## config.mk

```make
export PLATFORM = sky130hd
export DESIGN_NAME = preamble_sequencer
export DESIGN_NICKNAME = d
export VERILOG_FILES = /design/src/rtl/preamble_sequencer.sv
export SDC_FILE = /design/constraint.sdc
export NUM_CORES = 1
export LEC_CHECK = 0
export BUFFER_PORTS_ARGS = -buffer_cell sky130_fd_sc_hd__buf_2
export CAP_MARGIN = 25
export CELL_PAD_IN_SITES_DETAIL_PLACEMENT = 1
export CELL_PAD_IN_SITES_GLOBAL_PLACEMENT = 2
export CORE_MARGIN = 4
export CORE_UTILIZATION = 28
export DETAILED_ROUTE_END_ITERATION = 16
export MAX_ROUTING_LAYER = met4
export PLACE_DENSITY_LB_ADDON = 0.3
export SYNTH_ARGS = -nofsm -noshare
export SYNTH_HDL_FRONTEND = slang
export SYNTH_SLANG_ARGS = --single-unit
```

## constraint.sdc

```tcl
create_clock -name clk -period 2.7 [get_ports clk]
set_clock_uncertainty 0.1 [all_clocks]
set_input_delay 0.27 -clock clk [delete_from_list [all_inputs] [get_ports clk]]
set_output_delay 0.27 -clock clk [all_outputs]
set_load 0.01 [all_outputs]
```

## src/rtl/preamble_sequencer.sv

```systemverilog
// Legacy 802.11 preamble sequencer: launches STF then LTF generators, merges their samples
// into one registered stream, owns the LTF coefficient register. Optional: PREAMBLE_SEQ_WATCHDOG_EN.
module preamble_sequencer #(
  parameter int SAMPLE_W = 32,
  parameter int STF_LEN  = 160,
  parameter int LTF_LEN  = 160
`ifdef PREAMBLE_SEQ_WATCHDOG_EN
  , parameter int TIMEOUT_CYC = 16
`endif
) (
  input  logic                clk,
  input  logic                rstn,
  input  logic                tx_start,
  input  logic                abort,
  input  logic                coeff_load,
  input  logic [127:0]        coeff_in,
  output logic                stf_letsgo,
  input  logic                stf_started,
  input  logic [SAMPLE_W-1:0] stf_sample,
  output logic                ltf_letsgo,
  input  logic                ltf_started,
  input  logic [SAMPLE_W-1:0] ltf_sample,
  output logic [127:0]        ltf_coeff,
  output logic [SAMPLE_W-1:0] out_sample,
  output logic                out_valid,
  output logic                busy,
  output logic                done,
  output logic                err
);

  localparam logic [7:0] STF_LAST = 8'(STF_LEN - 1);
  localparam logic [7:0] LTF_LAST = 8'(LTF_LEN - 1);

  typedef enum logic [2:0] {
    S_IDLE, S_STF_ARM, S_STF_RUN, S_LTF_ARM, S_LTF_RUN, S_DONE
  } state_t;

  state_t              state_q, state_d;
  logic [7:0]          cnt_q;
  logic                active_q;     // generator has produced sample #0 in this RUN state
  logic                in_run, started_sel, fwd, wd_expire, run_next;
  logic [7:0]          cnt_last;
  logic [SAMPLE_W-1:0] sample_sel;

  always_comb begin
    // NOTE: every combinational output gets a default first so no path can infer a latch.
    stf_letsgo  = 1'b0;
    ltf_letsgo  = 1'b0;
    in_run      = 1'b0;
    started_sel = stf_started;
    sample_sel  = stf_sample;
    cnt_last    = STF_LAST;
    case (state_q)
      S_STF_ARM: stf_letsgo = 1'b1;
      S_LTF_ARM: ltf_letsgo = 1'b1;
      S_STF_RUN: in_run = 1'b1;
      S_LTF_RUN: begin
        in_run      = 1'b1;
        started_sel = ltf_started;
        sample_sel  = ltf_sample;
        cnt_last    = LTF_LAST;
      end
      default: ;
    endcase

    fwd = in_run && (active_q || started_sel);

    state_d = state_q;
    case (state_q)
      S_IDLE:    if (tx_start) state_d = S_STF_ARM;
      S_STF_ARM: state_d = S_STF_RUN;
      S_STF_RUN: if (fwd && cnt_q == cnt_last) state_d = S_LTF_ARM;
      S_LTF_ARM: state_d = S_LTF_RUN;
      S_LTF_RUN: if (fwd && cnt_q == cnt_last) state_d = S_DONE;
      default:   state_d = S_IDLE;
    endcase
    if (wd_expire || abort) state_d = S_IDLE;
  end

  assign busy     = (state_q != S_IDLE);
  assign run_next = (state_d == S_STF_RUN) || (state_d == S_LTF_RUN);

  always_ff @(posedge clk or negedge rstn) begin
    if (!rstn) state_q <= S_IDLE;
    else       state_q <= state_d;
  end

  always_ff @(posedge clk or negedge rstn) begin
    // NOTE: the coefficient register is reset like any other state; the generator must
    // never see X coefficients even if no load ever happens.
    if (!rstn) begin
      cnt_q      <= '0;
      active_q   <= 1'b0;
      out_sample <= '0;
      out_valid  <= 1'b0;
      done       <= 1'b0;
      ltf_coeff  <= '0;
    end else begin
      // NOTE: non-blocking assignments so every register samples pre-edge values.
      out_valid <= fwd && !abort;
      if (fwd) out_sample <= sample_sel;
      done <= (state_q == S_DONE) && !abort;
      if (state_q == S_IDLE && coeff_load) ltf_coeff <= coeff_in;
      // Counters only live inside a RUN state; any other next state clears them.
      if (!run_next) begin
        cnt_q    <= '0;
        active_q <= 1'b0;
      end else if (fwd) begin
        cnt_q    <= cnt_q + 8'd1;
        active_q <= 1'b1;
      end
    end
  end

`ifdef PREAMBLE_SEQ_WATCHDOG_EN
  localparam logic [7:0] WD_LAST = 8'(TIMEOUT_CYC - 1);
  logic [7:0] wd_q;

  assign wd_expire = in_run && !fwd && (wd_q == WD_LAST);

  always_ff @(posedge clk or negedge rstn) begin
    if (!rstn) begin
      wd_q <= '0;
      err  <= 1'b0;
    end else begin
      err <= wd_expire && !abort;
      if (in_run && !fwd && !wd_expire && !abort) wd_q <= wd_q + 8'd1;
      else                                        wd_q <= '0;
    end
  end
`else
  assign wd_expire = 1'b0;
  assign err       = 1'b0;
`endif

endmodule
```

==> qor.yml, run 1 <==
sta:
  finalHoldViolCount: 0
  fmax_mhz: 463
  final-max-slew-violation-count: 0
  period_minus_slack_ns: 2.16
  worst_pin_slew_ns: 0.540
  grt_setup_unrepaired: "false"
  finalCritPeriodShare_pct: 79.9
  finalSetupViolations: 0
  relSlewSlack_pct: 63.5
  setup_tns_ns: 0
grt:
  grt_pass1_vias: 6467
  antenna_found_initial: 1
  grt_max_degree: 55
  grt_overflow_total: 0
  grt_pass1_wl_mm: 37.5
  grt_use_total_pct: 17.5
yosys:
  ys_seq_area_share_pct: 61.7
  synth_common_cells: "dfrtp_1, mux2_2, o21ai_0"
  synth_edf_count: 0
  ys_ff_latch: 174
  synth.most_common_cell: "dfrtp_1"
  synth_top_cell_by_area: "dfrtp_1"
  yosysWarnings: 0
  syn_nets: 695
  synthArstFlopShare_pct: 100
  synth_top_area_share_pct: 61.7
  syn_area_mm2: 0.00706
  synth_area_leaders: "dfrtp_1, mux2_2, o21ai_0"
  syn-instance-count: 495
  synthDistinctLibCells: 32
  synth_flop_cell: "dfrtp_1"
  avgSynthCellArea_um2: 14.3
placed_design:
  dpl_cell_area_mm2: 0.00921
  port_buffers: 363
  hpwl_mm: 17.0
  gp_congestion: 0.758
clocking:
  numCtsBuffers: 17
  cts_setup_buffers: 0
  cts.sinks: 174
  cts-htree-levels: 4
  ctsHoldBuffers: 132
  ctsRootBufferMaster: "clkbuf_16"
  cts_resized: 0
  cts_max_path_buffers: 2
  worstSkewPairLatency_ns: 0.43
  clkTransAtPathRegs_ns: 0.08
  cts_tree: "yes"
routing:
  vias: 5979
  drt_iter0_drc: 287
  drtAntennaViolNets: 0
  dr.pass1.iters: 4
  routed_wl_mm: 24.2
  avgViaCountPerCell: 4.51
  drc: 0
  wl_per_cell_um: 18.2
worst_setup_path:
  cp_data_required_time_ns: 2.90
  path_max_fanout: 33
  cp.arrival_ns: 2.36
  crit_path_end_kind: "flop"
  reg2reg_from: "state_q[2]$_DFF_PN0_"
  r2r_slack_ns: 0.54
  crit_path_start_kind: "flop"
  critPathKind: "reg2reg"
  crit_start: "state_q[2]$_DFF_PN0_"
die:
  die_x_um: 167
  dieArea_mm2: 0.0278
  rows: 57
  start_util_pct: 28.8
  num_io_pins: 365
  coreArea_mm2: 0.0245
  dieHeight_um: 167
cells_and_area:
  multi_input_area_mm2: 0.00245
  drive_above_1_share_pct: 54.0
  fin_area_mm2: 0.0111
  syn_to_final_growth_pct: 57.3
  fin_nets: 1189
  layout.area.seq_mm2: 0.00435
  fillCellCount: 2743
worst_hold_path:
  min-delay-start: "stf_sample[4]"
  hp-class: "in2reg"
outcome:
  status: "complete, no violations"
power_and_ir_drop:
  leakage_nw: 5.18
  power_density_mw_per_mm2: 755
  total_power_mw: 8.39
  peakVddDrop_mv: 0.311
run:
  maxCapViolations: 0
==> report_power, final <==
group | switching, mW | internal (mW)
Clock | 1.18 | 1.23
Sequential | 0.324 | 3.25
Combinational | 1.22 | 1.18
==> stage by stage <==
step / util [%] / std cells / worst slack (ns) / hold WS [ns]
floorplan: - / 495 / 0.870 / -0.126
global route: 45.2 / 1327 / 0.430 / 0.0167
CTS: 45.2 / 1326 / 0.538 / 0.00783
detailed placement: 37.5 / 1162 / 0.568 / 0.176
finish: 45.2 / 1327 / 0.542 / 0.0304
global placement: 37.5 / 1162 / 0.593 / 0.169
==> cell type report <==
class / instances / area share [%]
antenna: 1 / 0.0225
clock buffer: 17 / 3.83
clock inverter: 15 / 1.28
inverter: 3 / 0.101
multi-input combinational: 284 / 22.0
sequential: 174 / 39.2
tap: 324 / 3.65
timing repair buffer: 509 / 29.8
==> logic make-up (layout without fill, tap and decap cells) <==
kind of cell,Yosys count,after routing,share of synthesized area (%)
other,1,2,0.0531
AO/OA/AOI/OAI,87,87,6.40
buffers and inverters,37,544,3.71
multiplexers,160,160,25.0
adder cells (fa/ha/maj),1,1,0.177
AND/OR/NAND/NOR,34,34,2.86
XOR/XNOR,1,1,0.124
flip-flops,174,174,61.7
==> state kept, by name (all words and copies together) (netlist names) <==
| register | cells |
|---|---|
| active_q | 1 |
| done | 1 |
| out_sample | 32 |
| cnt_q | 8 |
| out_valid | 1 |
| state_q | 3 |
| ltf_coeff | 128 |
==> path summary, 6_finish.rpt <==
kind / to / cells past startpoint
max: ltf_coeff[107]$_DFFE_PN0P_ / 4
max reg2reg: ltf_coeff[107]$_DFFE_PN0P_ / 4
min reg2reg: ltf_coeff[38]$_DFFE_PN0P_ / 1
min: out_sample[4]$_DFFE_PN0P_ / 3
min in group asynchronous: out_sample[24]$_DFFE_PN0P_ / 2
max in group asynchronous: ltf_coeff[23]$_DFFE_PN0P_ / 3
==> critical path, stage by stage, from the launching register on <==
cell and delay (ns):
dfrtp_1 0.47, nor3_1 0.29, and2_4 0.49, buf_12 0.27
mux2_2 0.37
==> layout by cell type (no fill, tap or decap), drive strengths merged, types with 2 or more instances in the layout <==
cell type and n:
buf 377, dfrtp 174, dlygate4sd3 132, mux2 128, o21ai 71, mux2i 32, clkbuf 17, inv 11
a21oi 10, nor2 6, clkinv 6, nand2 5, or3 4, nor3 3, nand4 3, o31ai 3
or4 3, nand3 2, and2 2
==> layer usage <==
layer / vias up / GRT usage (%) / routed length [um]
met5: - / - / 0
met4: 0 / 5.76 / 665
met3: 37 / 5.07 / 1760
met2: 272 / 29.0 / 11700
met1: 2912 / 20.7 / 10000
li1: 2758 / - / -
Note: power is estimated with default switching activity, not from simulation.
==> run 2, diff against run 1 <==
Clock period 2.7 ns to 2.15 ns, I/O delays scaled along.
==> run 2 against run 1 <==
Compared with the run above:
- via count up 2.9%
- cell area grew 5.6%
- first-iteration DRC count is 25% lower
- critical path type is now reg2out
- critical endpoint is now stf_letsgo
- highest routed layer unchanged
==> qor.yml, run 2 (synthesis gave the netlist of run 1 again) <==
outcome:
  status: "complete, no violations"
sta:
  finalSetupViolations: 0  # unchanged
  final-max-slew-violation-count: 0  # unchanged
  setup_tns_ns: 0  # unchanged
  grt_setup_unrepaired: "false"
  finalCritPeriodShare_pct: 92.9
  finalHoldViolCount: 0  # unchanged
  fmax_mhz: 500
  period_minus_slack_ns: 2.00
power_and_ir_drop:
  total_power_mw: 10.7  # +27%
  leakage_nw: 5.45  # +5.2%
  power_density_mw_per_mm2: 912  # +21%
  peakVddDrop_mv: 0.358  # +15%
placed_design:
  hpwl_mm: 17.2  # +0.82%
  gp_congestion: 0.740  # -2.5%
  port_buffers: 363  # unchanged
cells_and_area:
  fin_nets: 1251  # +5.2%
  mostFrequentLayoutCells: "buf_2, dlygate4sd3_1, dfrtp_1, mux2_2, o21ai_0"
  layout.area.seq_mm2: 0.00435  # unchanged
  multi_input_area_mm2: 0.00246  # +0.51%
  syn_to_final_growth_pct: 66.1
  reg_top3: "ltf_coeff (128), out_sample (32), cnt_q (8)"
  largest_reg_flops: 128  # unchanged
  regMostFlops: "ltf_coeff"
  fillCellCount: 2707  # -1.3%
  final_common_cell: "buf_2"
  drive_above_1_share_pct: 51.9  # -2.1 points
clocking:
  cts-htree-levels: 4  # unchanged
  clkTransAtPathRegs_ns: 0.08  # about the same
  cts_max_path_buffers: 2  # unchanged
  cts.sinks: 174  # unchanged
  numCtsBuffers: 17  # unchanged
  worstSkewPairLatency_ns: 0.42  # about the same
  cts_tree: "yes"
  ctsRootBufferMaster: "clkbuf_16"
grt:
  grt_pass1_vias: 7052  # +9.0%
  grt_overflow_total: 0  # unchanged
  grt_max_degree: 47  # -15%
  grt_use_total_pct: 18.6  # +1.1 points
  grt_pass1_wl_mm: 40.1  # +6.9%
  antenna_found_initial: 1  # unchanged
die:
  coreArea_mm2: 0.0245  # unchanged
  die_x_um: 167  # unchanged
  num_io_pins: 365  # unchanged
  dieHeight_um: 167  # unchanged
  dieArea_mm2: 0.0278  # unchanged
  start_util_pct: 28.8  # unchanged
  rows: 57  # unchanged
routing:
  drtAntennaViolNets: 0  # unchanged
  routed_wl_mm: 25.6  # +6.0%
  vias: 6153  # +2.9%
  wl_per_cell_um: 18.4  # +1.3%
  drt_iter0_drc: 216  # -25%
  dr.pass1.iters: 4  # unchanged
  drc: 0  # unchanged
  avgViaCountPerCell: 4.43  # -1.7%
worst_hold_path:
  hp-class: "in2reg"
  min-delay-start: "ltf_sample[23]"
worst_setup_path:
  max_stage_delay_ns: 0.38  # -0.11 ns
  crit_path_end_kind: "output port"
  path_max_fanout: 43  # +30%
  crit_start: "state_q[0]$_DFF_PN0_"
  critPathKind: "reg2out"
  cp.arrival_ns: 1.68  # -0.68 ns
  cp_top_family: "buffers and inverters"
  slowest_stage: "dfrtp_1"
  critical_path_buf_inv_count: 4  # +3
  reg2reg_from: "state_q[2]$_DFF_PN0_"
  cp_cell_sequence: "buf_6, inv_1, buf_4, nor3_1, buf_2"
  crit_path_start_kind: "flop"
  cp_data_required_time_ns: 1.84  # -1.06 ns
run:
  maxCapViolations: 0  # unchanged
==> run 2: cell types whose count changed in the layout (fill, tap and decap cells not counted), moves of 2 or more <==
cell,before,now
dlygate4sd3_1,132,184
buf_4,9,18
clkinv_8,1,4
clkinv_4,3,1
inv_8,5,3
==> run 2: through the flow <==
step / setup slack (ns) / cells / instance area, um^2 / utilization, % / hold WS (ns)
2_1_floorplan: 0.320 / 495 / 7060 / - / -0.181
3_5_place_dp: 0.0900 / 1169 / 9250 / 37.7 / 0.106
6_report: 0.152 / 1389 / 11700 / 47.8 / 0.0161
4_1_cts: 0.0597 / 1385 / 11700 / 47.6 / 0.00421
3_3_place_gp: 0.115 / 1169 / 9250 / 37.7 / 0.107
5_1_grt: 0.00774 / 1389 / 11700 / 47.8 / 0.00493
==> run 2: timing repair <==
item,4_1_cts,5_1_grt
resized for setup,0,2
setup endpoints to repair,0,17
hold buffers,184,0
setup buffers,0,2
hold endpoints to repair,203,0
==> run 2: routing by layer <==
layer	global-route usage (%)	routed length, um	vias up
met3	4.86	1670	30
met1	21.5	10500	2973
met4	5.62	583	0
met5	-	0	-
li1	-	-	2886
met2	32.0	12900	264
==> run 2: final timing paths <==
check,endpoint,depth (start not counted),slack [ns]
setup / recovery,stf_letsgo,5,0.15
setup reg to reg,cnt_q[0]$_DFFE_PN0P_,5,0.18
max in group asynchronous,ltf_coeff[57]$_DFFE_PN0P_,3,1.09
min in group asynchronous,out_sample[20]$_DFFE_PN0P_,2,0.20
hold reg to reg,ltf_coeff[60]$_DFFE_PN0P_,1,0.40
hold / removal,out_sample[23]$_DFFE_PN0P_,3,0.02
==> run 2: power by group <==
part           switching (mW)  internal, mW
clock                    1.52          1.57
combinational            1.56          1.56
sequential              0.400          4.09
total                    3.48          7.21
==> run 2: layout make-up <==
class | instances | area share [%]
repair buffers | 570 | 33.2
well taps | 324 | 3.46
clock inverters | 15 | 1.43
multi-input cells | 285 | 21.0
diodes | 1 | 0.0214
flip-flops and latches | 174 | 37.2
clock buffers | 17 | 3.63
inverters | 3 | 0.0961
==> run 2: tightest hold or removal path: cells and delay by family <==
family | cells | cell delay, ns
muxes | 1 | 0.07
buffers and inverters | 1 | 0.08
AOI/OAI and AO/OA | 1 | 0.14
